===== config.mk =====
export PLATFORM = sky130hd
export DESIGN_NAME = mem_arbiter
export DESIGN_NICKNAME = d
export VERILOG_FILES = /design/src/rtl/mem_arbiter.sv
export SDC_FILE = /design/constraint.sdc
export NUM_CORES = 1
export LEC_CHECK = 0
export CAP_MARGIN = 20
export CORE_AREA = 2 2 104 106
export CTS_BUF_LIST = sky130_fd_sc_hd__clkbuf_2 sky130_fd_sc_hd__clkbuf_4 sky130_fd_sc_hd__clkbuf_8
export DETAILED_ROUTE_END_ITERATION = 10
export DIE_AREA = 0 0 106 108
export GPL_TIMING_DRIVEN = 0
export MAX_ROUTING_LAYER = met4
export RECOVER_POWER = 50
export SYNTH_ARGS = -nofsm -noshare
export SYNTH_HDL_FRONTEND = slang
export SYNTH_SLANG_ARGS = --single-unit

===== constraint.sdc =====
create_clock -name clk -period 1.5 [get_ports clk]
set_input_delay 0.225 -clock clk [delete_from_list [all_inputs] [get_ports clk]]
set_output_delay 0.225 -clock clk [all_outputs]
set_load 0.005 [all_outputs]

===== src/rtl/mem_arbiter.sv =====
// Fixed-priority arbiter sharing one single-port RAM between fetch and data ports; data wins unless fetch has waited MAX_DATA_RUN grants.
// Grant is combinational (0 cycles), read data returns 1 cycle later with a valid strobe; losers stall by holding their request.
module mem_arbiter #(
  parameter int ADDR_W       = 32,
  parameter int DATA_W       = 32,
  parameter int MAX_DATA_RUN = 4
) (
  input  logic              clk,
  input  logic              n_reset,
  input  logic              iReq,
  input  logic [ADDR_W-1:0] iAddr,
  output logic              iGnt,
  output logic              iValid,
  output logic [DATA_W-1:0] iData,
  input  logic              dReq,
  input  logic [ADDR_W-1:0] dAddr,
  input  logic              dWe,
  input  logic [DATA_W-1:0] dWriteData,
  output logic              dGnt,
  output logic              dValid,
  output logic [DATA_W-1:0] dReadData,
  output logic              memEn,
  output logic              memWe,
  output logic [ADDR_W-3:0] memAddr,
  output logic [DATA_W-1:0] memWriteData,
  input  logic [DATA_W-1:0] memReadData
);

  typedef enum logic [1:0] {
    OWN_NONE = 2'd0,
    OWN_I    = 2'd1,
    OWN_D    = 2'd2
  } owner_e;

  localparam logic [3:0] RUN_MAX = 4'(MAX_DATA_RUN);

  logic [3:0] run_cnt_q, run_cnt_d;
  owner_e     rd_owner_q, rd_owner_d;
  logic       i_gnt, d_gnt, run_full;

  // Byte-lane bits are deliberately dropped; no misalignment handling.
  logic unused_byte_bits;
  assign unused_byte_bits = ^{iAddr[1:0], dAddr[1:0]};

  assign run_full = (run_cnt_q == RUN_MAX);

  always_comb begin
    i_gnt      = 1'b0;
    d_gnt      = 1'b0;
    run_cnt_d  = 4'd0;
    rd_owner_d = OWN_NONE;
    // Grants are forced low while reset is held, independent of the clock.
    if (n_reset) begin
      if (iReq && (!dReq || run_full)) begin
        i_gnt = 1'b1;
      end else if (dReq) begin
        d_gnt = 1'b1;
      end
    end
    if (d_gnt && iReq && !run_full) begin
      run_cnt_d = run_cnt_q + 4'd1;
    end
    if (i_gnt) begin
      rd_owner_d = OWN_I;
    end else if (d_gnt && !dWe) begin
      rd_owner_d = OWN_D;
    end
  end

  always_ff @(posedge clk or negedge n_reset) begin
    if (!n_reset) begin
      run_cnt_q  <= 4'd0;
      rd_owner_q <= OWN_NONE;
    end else begin
      run_cnt_q  <= run_cnt_d;
      rd_owner_q <= rd_owner_d;
    end
  end

  always_comb begin
    iGnt         = i_gnt;
    dGnt         = d_gnt;
    memEn        = i_gnt | d_gnt;
    memWe        = d_gnt & dWe;
    memAddr      = '0;
    memWriteData = '0;
    if (i_gnt) begin
      memAddr = iAddr[ADDR_W-1:2];
    end else if (d_gnt) begin
      memAddr      = dAddr[ADDR_W-1:2];
      memWriteData = dWriteData;
    end
    iValid    = (rd_owner_q == OWN_I);
    dValid    = (rd_owner_q == OWN_D);
    iData     = iValid ? memReadData : '0;
    dReadData = dValid ? memReadData : '0;
  end

endmodule

Word-level counts from Yosys, hierarchy flattened --
Cells that the tools add are included.
Word-level totals: bits in registers 6, output and inout port bits 132, logic and storage cells 30
Operators by class: add/sub/neg operators 1, eq/ne operators 3, mux-type cells 14, bitwise logic cells 2, reduce and logical (&&, ||, !) cells 8
Operators by type and width (count):
- 32-bit 2-to-1 mux | 4
- 30-bit 2-to-1 mux | 2
- 1-bit 2-to-1 mux | 5
- 4-bit by 1-bit adder with 4-bit output (second input constant) | 1
- 4-bit by 3-bit == test with 1-bit output (second input constant) | 1
- 1-bit logical AND | 4
- 2-bit 2-to-1 mux | 2
- 4-bit 2-to-1 mux | 1
- 1-bit logical NOT | 3
- 2-bit by 1-bit == test with 1-bit output (second input constant) | 1
- 2-bit == test (second input constant) | 1
- 1-bit bitwise AND | 1
- 1-bit logical OR | 1
- 1-bit OR | 1

Longest topological paths before layout --
depth in word-level cells 8, gate-level depth with buffers 7

Worst setup path after synthesis --
Ideal clock, no wire load.
path kind register to output, from register run_cnt_q[0], to output memAddr[10], arrival time 1.395 ns, required time 1.275 ns, path slack -0.120 ns, cell stages (with the launch flop) 8, buffers on the path 2, path through dfrtp_1 -> inv_1 -> ha_1 -> nand3b_4 -> o211a_1 -> buf_6 -> buf_6 -> a22o_1
On the way: word-level cells in the longest chain between the ends 7, elaborated cells on any way between the ends 9
Ends and longest elaborated chain:
- start: declaration | line 37 | logic [3:0] run_cnt_q, run_cnt_d;
- start signal: assignment | line 75 | run_cnt_q <= run_cnt_d;
- 4-bit by 3-bit == test with 1-bit output * | line 45 | assign run_full = (run_cnt_q == RUN_MAX);
- 1-bit logical OR * | line 54 | if (iReq && (!dReq || run_full)) begin
- 1-bit logical AND * | line 54
- 1-bit 2-to-1 mux | line 54
- 1-bit 2-to-1 mux | line 53 | if (n_reset) begin
- 30-bit 2-to-1 mux | line 89 | end else if (d_gnt) begin
- 30-bit 2-to-1 mux * | line 87 | if (i_gnt) begin
- end: declaration | line 24 | output logic [ADDR_W-3:0] memAddr,
Mark *: on every way between the ends. The rest lies on a longest branch, timed or not.

Worst setup path in the final report --
from register run_cnt_q[0], to output memAddr[27]
Same word-level chain as after synthesis.

==> flow_metrics.tcl <==
set metrics [dict create \
    max_slew_margin 0.764 \
    yosysUniqueCellTypes 19 \
    criticalPathCategory "reg2out" \
    hold_buffers 0 \
    place_congestion 0.780 \
    violations "negative setup slack" \
    layout_common_cells "buf_6, clkdlybuf4s50_1, and2_4, buf_2, a22o_1" \
    vias 2508 \
    nets 632 \
    antenna_found_initial 0 \
    status "complete, but fails checks" \
    path_max_fanout 5 \
    postLayoutSetupSlackWorst_ns -0.495 \
    grt_pass1_wl_mm 13.6 \
    htreeDepth 1 \
    fmax_mhz 501 \
    p_total_uw 1490 \
    firstDrtPassIters 3 \
    coreArea_um2 10200 \
    wl_per_cell_um 15.1 \
    clock_sinks 6 \
    setup_viol 130 \
    placed_cells 567 \
    required_ns 1.27 \
    dpl.hpwl_mm 6.70 \
    die_w_um 106 \
    grtUsageTotal 0.153 \
    hold_viol 0 \
    routed_wl_mm 9.55 \
    clk_path_buf_depth 2 \
    finalCritPeriodShare 1.33 \
    viasPerCell 3.97 \
    period_needed_ns 1.99 \
    grt_max_degree 12 \
    cts-root-buf "clkbuf_8" \
    rsz0062_at_grt "yes" \
    synth_nets 306 \
    r2r_slack_ns -0.06 \
    die_y_um 108 \
    synth-edff-count 0 \
    grt_pass1_vias 2653 \
    final_common_cell "buf_6" \
    yosysWarnings 0 \
    syn_area_um2 1270 \
    critPathLaunchType "flip-flop" \
    overflow 0 \
    max_cap_violations 0 \
    insertion_delay_ns 0.22 \
    diodes 0 \
    maxSlewViolCount 0 \
    fin_skew_ns 0.00124 \
    path_clk_slew_ns 0.03 \
    worstMarginPinSlew_ns 0.354 \
    syn_inst 171 \
    io_buffer_count 260 \
    die_area_um2 11400 \
    yosys_register_bits 6 \
    ys_seq_area_frac 0.118 \
    drive_gt1_frac 0.628 \
    setup-tns-final_ns -38.35 \
    ir_worst_vdd_v 0.000155 \
    worstSetupEndpointType "output pin" \
    detail-route-antenna-nets 0 \
    drt_first_iter_violations 83 \
    cts_tree "done" \
    pin_count 265 \
    leakage_uw 0.00247 \
    route.detailed.drc 0 \
    min_path_type "in2async" \
    syn_area_per_cell_um2 7.42 \
    synth_ff_type "dfrtp_1" \
    async_reset_ff_frac 1.00 \
    final_cells 631 \
    areaGrowthSynthToFinish_pct 303 \
    core.rowCount 37 \
    p_per_area_nw_per_um2 292 \
    initial_utilization 0.124 \
    cts_inserted_buffers 3 \
    crit_arrival_ns 1.77 \
]
## path summary, 6_finish.rpt
kind	end	startpoint	cells after the start
hold / removal	run_cnt_q[3]	n_reset	1
min in group clk	run_cnt_q[0]	run_cnt_q[0]	2
setup / recovery	memAddr[27]	run_cnt_q[0]	8
max in group asynchronous	rd_owner_q[1]	n_reset	1
hold reg to reg	run_cnt_q[0]	run_cnt_q[0]	2
setup reg to reg	rd_owner_q[1]	run_cnt_q[0]	8
## per-stage QoR
stage / hold slack, ns / setup slack, ns / utilization / cell area (um2)
global placement: 0.495 / -1.12 / 0.396 / 4050
CTS: 0.0121 / -0.585 / 0.449 / 4600
global route: 0.0333 / -0.564 / 0.499 / 5110
detailed placement: 0.494 / -1.12 / 0.396 / 4050
finish: 0.0159 / -0.495 / 0.499 / 5110
floorplan: -0.0706 / -0.119 / - / 1280
## critical path, cell delays in order (launching register included)
cell	delay, ns
dfrtp_1	0.37
inv_2	0.07
ha_4	0.13
nand3b_4	0.08
o211a_4	0.28
buf_8	0.15
buf_16	0.13
a22o_1	0.19
buf_2	0.13
## area by class of cell
| type | count | area [um2] |
|---|---|---|
| fill | 931 | 5120 |
| timing repair buffer | 324 | 3270 |
| multi-input combinational | 145 | 1280 |
| buffer | 13 | 180 |
| tap | 136 | 170 |
| sequential | 6 | 150 |
| clock buffer | 3 | 41.3 |
| inverter | 4 | 15.0 |
## synth_stat cells, drive strengths merged, types with 2 or more instances
library cell	number	area, um2
ha	2	25.0
clkbuf	9	35.0
dfrtp	6	150
nor3	4	20.0
a22o	30	263
buf	7	60.1
nand2	2	7.51
inv	4	15.0
nor2b	3	18.8
and2	97	607
## where the power goes
| group | switching (uW) | internal, uW | total (uW) |
|---|---|---|---|
| logic | 316 | 771 | 1090 |
| clock network | 64.4 | 172 | 236 |
| registers | 2.72 | 166 | 169 |
| total | 383 | 1110 | 1490 |
## what timing repair did
| action | 4_1_cts | 5_1_grt |
|---|---|---|
| buffers inserted | 47 | 15 |
| pin swaps | 58 | 29 |
| cloned | 14 | 0 |
| setup endpoints to repair | 134 | 134 |
| gates resized for setup | 683 | 150 |
## per-layer routing
metal	global-route usage	vias to the layer above	wire length [um]
li1	-	1226	-
met1	0.155	1121	3430
met2	0.308	155	5320
met3	0.0338	6	745
met4	0.0197	0	48
met5	-	-	0
## sequential cells by signal, indices dropped and copies added, names as in the netlist
signal and flops:
run_cnt_q 4, rd_owner_q 2
## logic make-up (layout without fill, tap and decap cells)
group | after synthesis | in the layout | share of synthesized area
simple gates | 109 | 109 | 0.539
xor+xnor | 2 | 2 | 0.0138
buf+inv | 20 | 344 | 0.0868
flops | 6 | 6 | 0.118
fa+ha+maj | 2 | 2 | 0.0197
compound gates | 32 | 32 | 0.222
Power figures use the tool's default switching activity.
